--- src/rtl/imm_pkg.sv ---
// Shared types and the immediate-extension function for the decode-stage immediate generator.
package imm_pkg;

    localparam int unsigned MAX_XLEN  = 64;
    localparam int unsigned MAX_TAG_W = 64;

    typedef enum logic [2:0] {
        IMM_I   = 3'd0,
        IMM_S   = 3'd1,
        IMM_B   = 3'd2,
        IMM_J   = 3'd3,
        IMM_U   = 3'd4,
        IMM_Z   = 3'd5,
        IMM_SH  = 3'd6,
        IMM_ILL = 3'd7
    } imm_src_e;

    typedef struct packed {
        logic [MAX_TAG_W-1:0] tag;
        logic                 err;
        logic [MAX_XLEN-1:0]  imm;
    } imm_entry_t;

    // base_imm[k] is instr[k+7]; result is always 64 bits and truncated by the caller.
    function automatic logic [63:0] imm_extend(input logic [24:0] base_imm,
                                               input logic [2:0]  imm_src);
        logic [63:0] r;
        case (imm_src_e'(imm_src))
            IMM_I:   r = {{52{base_imm[24]}}, base_imm[24:13]};
            IMM_S:   r = {{52{base_imm[24]}}, base_imm[24:18], base_imm[4:0]};
            IMM_B:   r = {{51{base_imm[24]}}, base_imm[24], base_imm[0], base_imm[23:18],
                          base_imm[4:1], 1'b0};
            IMM_J:   r = {{43{base_imm[24]}}, base_imm[24], base_imm[12:5], base_imm[13],
                          base_imm[23:14], 1'b0};
            IMM_U:   r = {{32{base_imm[24]}}, base_imm[24:5], 12'b0};
            IMM_Z:   r = {59'b0, base_imm[12:8]};
            IMM_SH:  r = {58'b0, base_imm[18:13]};
            default: r = 64'b0;
        endcase
        return r;
    endfunction

endpackage

--- src/rtl/skid_buf2.sv ---
// Generic 2-entry FIFO-ordered valid/ready skid buffer with synchronous flush and registered ready.
module skid_buf2 #(
    parameter int unsigned DataW = 8
) (
    input  logic             i_clk,
    input  logic             i_rst_n,
    input  logic             i_flush,
    input  logic             i_valid,
    output logic             o_ready,
    input  logic [DataW-1:0] i_data,
    output logic             o_valid,
    input  logic             i_ready,
    output logic [DataW-1:0] o_data
);

    logic [DataW-1:0] r_head, r_tail, w_head_nxt, w_tail_nxt;
    logic [1:0]       r_count, w_count_nxt;
    logic             r_in_ready, w_in_ready_nxt;
    logic             w_in_fire, w_out_fire;

    assign w_in_fire  = i_valid && r_in_ready;
    assign w_out_fire = (r_count != 2'd0) && i_ready;

    always_comb begin
        w_head_nxt  = r_head;
        w_tail_nxt  = r_tail;
        w_count_nxt = r_count;
        if (i_flush) begin
            w_count_nxt = 2'd0;
        end else begin
            case (r_count)
                2'd0: begin
                    if (w_in_fire) begin
                        w_head_nxt  = i_data;
                        w_count_nxt = 2'd1;
                    end
                end
                2'd1: begin
                    if (w_in_fire && w_out_fire) begin
                        w_head_nxt = i_data;
                    end else if (w_in_fire) begin
                        w_tail_nxt  = i_data;
                        w_count_nxt = 2'd2;
                    end else if (w_out_fire) begin
                        w_count_nxt = 2'd0;
                    end
                end
                2'd2: begin
                    // Ready was low, so only a drain can happen here.
                    if (w_out_fire) begin
                        w_head_nxt  = r_tail;
                        w_count_nxt = 2'd1;
                    end
                end
                default: w_count_nxt = 2'd0;
            endcase
        end
        w_in_ready_nxt = (w_count_nxt != 2'd2);
    end

    always_ff @(posedge i_clk or negedge i_rst_n) begin
        if (!i_rst_n) begin
            r_head     <= '0;
            r_tail     <= '0;
            r_count    <= 2'd0;
            r_in_ready <= 1'b1;
        end else begin
            r_head     <= w_head_nxt;
            r_tail     <= w_tail_nxt;
            r_count    <= w_count_nxt;
            r_in_ready <= w_in_ready_nxt;
        end
    end

    assign o_ready = r_in_ready;
    assign o_valid = (r_count != 2'd0);
    assign o_data  = r_head;

endmodule

--- src/rtl/imm_gen_pipe.sv ---
// Pipelined immediate generator: combinational extension feeding a 2-entry skid buffer.
module imm_gen_pipe
    import imm_pkg::*;
#(
    parameter int unsigned XLEN  = 32,
    parameter int unsigned TAG_W = 32
) (
    input  logic             clock,
    input  logic             reset,
    input  logic             flush,
    input  logic             in_valid,
    output logic             in_ready,
    input  logic [24:0]      base_imm,
    input  logic [2:0]       imm_src,
    input  logic [TAG_W-1:0] in_tag,
    output logic             out_valid,
    input  logic             out_ready,
    output logic [XLEN-1:0]  out_imm,
    output logic [TAG_W-1:0] out_tag,
    output logic             out_err
);

    localparam int unsigned PayloadW = TAG_W + 1 + XLEN;

    logic [63:0]         w_ext;
    logic [XLEN-1:0]     w_imm;
    logic                w_err;
    logic [PayloadW-1:0] w_in_data, w_out_data;

    assign w_ext = imm_extend(base_imm, imm_src);
    assign w_err = (imm_src == IMM_ILL);

    // RV32 shift amounts are only 5 bits wide.
    always_comb begin
        w_imm = w_ext[XLEN-1:0];
        if (XLEN == 32 && imm_src == IMM_SH) begin
            w_imm[5] = 1'b0;
        end
    end

    if (XLEN < 64) begin : g_trunc
        logic w_unused_hi;
        assign w_unused_hi = ^w_ext[63:XLEN];
    end

    assign w_in_data = {in_tag, w_err, w_imm};

    skid_buf2 #(
        .DataW(PayloadW)
    ) u_skid (
        .i_clk  (clock),
        .i_rst_n(reset),
        .i_flush(flush),
        .i_valid(in_valid),
        .o_ready(in_ready),
        .i_data (w_in_data),
        .o_valid(out_valid),
        .i_ready(out_ready),
        .o_data (w_out_data)
    );

    assign {out_tag, out_err, out_imm} = w_out_data;

endmodule

--- config.mk ---
export PLATFORM = sky130hd
export DESIGN_NAME = imm_gen_pipe
export DESIGN_NICKNAME = d
export VERILOG_FILES = /design/src/rtl/imm_pkg.sv /design/src/rtl/skid_buf2.sv /design/src/rtl/imm_gen_pipe.sv
export SDC_FILE = /design/constraint.sdc
export NUM_CORES = 1
export LEC_CHECK = 0
export BUFFER_PORTS_ARGS = -buffer_cell sky130_fd_sc_hd__buf_4
export CORE_UTILIZATION = 53
export CTS_CLUSTER_DIAMETER = 200
export CTS_CLUSTER_SIZE = 10
export DETAILED_ROUTE_END_ITERATION = 10
export PLACE_DENSITY = 0.79
export SLEW_MARGIN = 5
export SYNTH_ARGS = -nofsm -noshare
export SYNTH_HDL_FRONTEND = slang
export SYNTH_SLANG_ARGS = --single-unit
--- constraint.sdc ---
create_clock -name clock -period 3.36 [get_ports clock]
set_input_delay 0.168 -clock clock [delete_from_list [all_inputs] [get_ports clock]]
set_output_delay 0.168 -clock clock [all_outputs]
set_load 0.01 [all_outputs]
# Word level (Yosys, flattened, before mapping)
# Index checks and enable logic that the tools add are counted.
# word_totals
ff_bits,133
mem_bits_rw,0
n_memories,0
output_inout_bits,67
input_bits,65
word_cells,41
rom_bits,0
latchBits,0
# classes
eq_ne,13
magnitude_cmp,0
n_reduce_logical,9
n_div,0
bitwise,2
n_mul,0
muxes,13
add_sub_neg,0
shifts,0
# ops
op,count
32-bit case mux with 7 select lines,1
65-bit 2-to-1 mux,3
65-bit case mux with 3 select lines,1
3-bit equality test (second input constant),4
2-bit 2-to-1 mux,6
3-bit by 2-bit equality test with 1-bit output (second input constant),2
2-bit by 1-bit != test with 1-bit output (second input constant),3
2-bit case mux with 3 select lines,1
5-bit AND reduction,1
4-bit AND reduction,1
3-bit by 1-bit equality test with 1-bit output (second input constant),1
1-bit logical AND,3
3-bit zero test,1
3-bit nonzero test,1
2-bit by 1-bit equality test with 1-bit output (second input constant),1
2-bit equality test (second input constant),1
2-bit zero test,1
2-bit != test (second input constant),1
1-bit NOT,2
2-bit nonzero test,1
1-bit 2-to-1 mux,1

# Longest topological paths before layout
# logic_depth
depth_word,8
mapped_depth,7
mapped_depth_nobuf,5

# By module
# Synthesis repeated with hierarchy kept, for this count alone.
# hier_totals
hier_cells,589
hier_area_um2,6231.0
# modules_own_cells
mod,area_each_um2,n_inst,cells_per_inst,seq_area_each_um2
skid_buf2,5640.4,1,507,3329.4
imm_gen_pipe,590.6,1,82,0.0

# Worst setup path after synthesis
# Ideal clock, no wire load.
# synth_path
kind,register to register
from,register u_skid.r_in_ready (netlist: u_skid.o_ready)
to,register u_skid.r_head[25] (netlist: u_skid.o_data[25])
path_buffers,2
setup_ns,0.125
path_slack_ns,1.611
path_stages_with_launch,6
arrival_time_ns,1.624
required_ns,3.235
period_less_slack_ns,1.749
cell_sequence,dfstp_2 nand3b_1 o31ai_1 buf_4 buf_4 mux2_2
# synth_via
elab_chain_len,4
elab_cells_between_ends,5
cone_classes,eq/ne: 2; reduce/logical: 3
# synth_lines
element,line,source
from (decl),skid_buf2.sv:18,"logic r_in_ready, w_in_ready_nxt;"
from (signal assigned),skid_buf2.sv:71,r_in_ready <= w_in_ready_nxt;
1-bit logical AND (*),skid_buf2.sv:21,assign w_in_fire = i_valid && r_in_ready;
1-bit logical AND,skid_buf2.sv:39,if (w_in_fire && w_out_fire) begin
2-bit by 1-bit != test with 1-bit output (no source line),--,
5-bit AND reduction (no source line) (*),--,
to (signal assigned),skid_buf2.sv:68,r_head <= w_head_nxt;
to (decl),skid_buf2.sv:16,"logic [DataW-1:0] r_head, r_tail, w_head_nxt, w_tail_nxt;"
# Every way passes the cells marked *; elsewhere a longest branch is shown, timed or not.
# A chain may end at the register's enable or synchronous reset.

# Final worst setup path
# layout_path
from,register u_skid.r_count[0]
to,register u_skid.r_tail[17]
# layout_via
elab_chain_len,5
elab_cells_between_ends,6
cone_classes,eq/ne: 1; bitwise: 1; reduce/logical: 4
# layout_lines
element,line,source
from (decl),skid_buf2.sv:17,"logic [1:0] r_count, w_count_nxt;"
from (signal assigned),skid_buf2.sv:70,r_count <= w_count_nxt;
2-bit nonzero test,skid_buf2.sv:22,assign w_out_fire = (r_count != 2'd0) && i_ready;
1-bit logical AND,skid_buf2.sv:22,
1-bit logical AND,skid_buf2.sv:39,
1-bit NOT (no source line),--,
4-bit AND reduction (no source line) (*),--,
to (signal assigned),skid_buf2.sv:69,r_tail <= w_tail_nxt;
to (decl),skid_buf2.sv:16,
# Marked as above.

==> summary.txt <==
Distinct cells, synth: 43
Die H: 110 um
GR Overflow Total: 0
DR iter-0 viols: 373
Initial antenna violation count: 0
TritonCTS Sinks: 133
CP Data Arrival Time: 2.71 ns
Total CTS buffers: 17
Hold Path Stages: 2
RSZ-0062 raised after global routing: no
First-pass iteration count of the detailed router: 6
Commonest non-fill, non-tap cells in the layout: 137 x buf_4, 132 x dfrtp_1, 121 x nand2_1, 57 x nor2_1, 55 x o21ai_0
Clk buf depth: 2
Vias: 5206
Synth Instances: 616
Routed len/inst: 17.5 um
Synth area leader: dfrtp_1
DP Area: 7210 sq um
Min-delay worst type: primary input to flop
First-pass GRT wire length: 26.2 mm
Initial core utilization: 54.4%
FF/Latch Area: 3330 sq um
Worst-Skew Late Latency: 0.42 ns
Grt met1 use: 33.8%
Nets: 818
Total power: 5.28 mW
Number of synthesis warnings: 0
CP required: 3.64 ns
Busiest grt layer: met2
Fillers: 800
Detailed Place HPWL: 10.0 mm
Post-CTS setup buffer count: 0
Fraction of layout cells with a size suffix above 1: 30.6%
CTS Hold Bufs: 31
Sequential element share of the synthesized area: 53.4%
Post-synthesis register bit count: 133
Diode count: 0
Final Cell Area: 8160 sq um
Final Hold Fails: 0
Grt met2 use: 44.6%
H-tree depth: 4
CTS tree: built
DRC errors left: 0
Largest cells by area after synthesis: dfrtp_1 53%, mux2_4 7.9%, nand2_1 7.3%
Clk root buf: clkbuf_16
Mean Syn Cell Area: 10.1 sq um
Run status: complete, no violations
Period utilization: 72.3%
Wirelength, routed: 15.9 mm
# setup viols final: 0
Area grow syn2layout: 30.9%
Port Buffers: 131
Power Dens Cells: 646 nW/um^2
Die width: 110 um
Post-CTS Resized: 0
Commonest non-fill, non-tap cell in the layout: buf_4
Share of Yosys cell area claimed by the top area cell type: 53.0%
CP max FO: 61
Max Slew Vio Count: 0
WS Path Type: flop to flop
Vias in the first global route: 5242
# IOs: 132
Clock Skews: 0.00713 ns
Gr usage total: 26.9%
Met3 usage: 5.54%
Largest net degree at the start of global routing: 73
Vias per cell: 5.73
WHS: 0.0125 ns
Leak: 3.89 nW
Core Area: 11500 sq um
Multi-input logic area: 2650 sq um
VDD IR-drop max: 0.306 mV
CP endpoint kind: flop
Antenna viol nets, final: 0
Critical path startpoint category: flop
Slew HR: 30.7%
Clk pin slew, worst setup/hold paths: 0.06 ns
Post-layout min period: 2.43 ns
Max_cap viols: 0
Mapped Area: 6240 sq um
Fmax: 0.411 GHz
Worst r2r path cells: 4
Syn_nets: 681
GPL Wtd Cong: 0.865
Full die area: 12200 sq um
FP Rows: 39
Slew @ Worst Pin: 1.04 ns
Final TNS setup: 0 ns
## power breakdown
group	total, mW	switching (mW)	internal [mW]
Sequential	2.19	0.222	1.97
Clock	2.00	0.694	1.30
Combinational	1.09	0.489	0.601
Total	5.28	1.41	3.87
## kinds of logic (layout without fill, tap and decap cells)
family | count (synthesis) | after routing | share of synthesized area (%)
muxes | 54 | 54 | 11.6
AOI/OAI and AO/OA | 166 | 166 | 16.0
and+or+nand+nor | 208 | 208 | 14.0
buffers and inverters | 53 | 202 | 4.59
xor gates and xnor gates | 2 | 2 | 0.401
DFF | 133 | 133 | 53.4
## state kept, by name (all words and copies together), names as in the netlist
register	count
u_skid.o_ready	1
u_skid.o_data	65
u_skid.r_count	2
u_skid.r_tail	65
## Yosys cell counts (all sizes together)
cell type  count
mux2i          5
xor2           2
o22a           7
a22oi          4
nor3b          1
o31ai          2
and2           1
nor2b          6
nand2b         7
o31a           1
or3b           1
a21oi         43
o21ai         55
a2bb2oi        1
and2b          1
o221a          8
dfrtp        132
o211ai         4
nor4b          1
nor2          57
a221oi         1
dfstp          1
a21o           1
nand3b         1
nor3           1
a211o          1
buf           23
or3            1
or2            1
nand2        121
nand4bb        1
and4b          1
inv            2
mux2          49
nand3          6
a31oi         35
clkbuf        28
a211oi         2
o22ai          1
## metal layers
layer | share of wire, % | vias to the layer above
li1 | - | 2413
met5 | 0 | -
met4 | 3.6 | 0
met3 | 5.1 | 52
met2 | 50 | 198
met1 | 41 | 2543
## worst paths after layout
kind	startpoint	end	slack [ns]
max reg2reg	u_skid.r_count[0]	u_skid.r_tail[17]	0.93
min reg2reg	u_skid.o_data[17]	u_skid.o_data[17]	0.48
max	u_skid.r_count[0]	u_skid.r_tail[17]	0.93
min in group asynchronous	reset	u_skid.o_data[42]	0.37
max in group asynchronous	reset	u_skid.o_data[27]	2.14
min	in_tag[19]	u_skid.r_tail[52]	0.01
## critical path: stages (launching register included)
cell and delay, ns:
dfrtp_1 0.44, and2b_2 0.27, or3b_4 0.89, buf_4 0.45, o21ai_0 0.16
## stage by stage
stage          util [%]  setup WS, ns  cells
4_1_cts            71.2         0.950    908
6_report           71.2         0.929    908
2_1_floorplan         -          1.61    616
3_5_place_dp       62.9         0.960    846
5_1_grt            71.2         0.800    908
3_3_place_gp       62.9          1.08    846
## area by class of cell
| type | count | area share [%] |
|---|---|---|
| flip-flops and latches | 133 | 40.8 |
| multi-input cells | 430 | 32.4 |
| repair buffers | 169 | 16.6 |
| clock buffers | 21 | 5.76 |
| well taps | 143 | 2.19 |
| clock inverters | 10 | 2.10 |
| inverters | 2 | 0.0920 |
No activity file was read; power rests on OpenSTA's default activity.
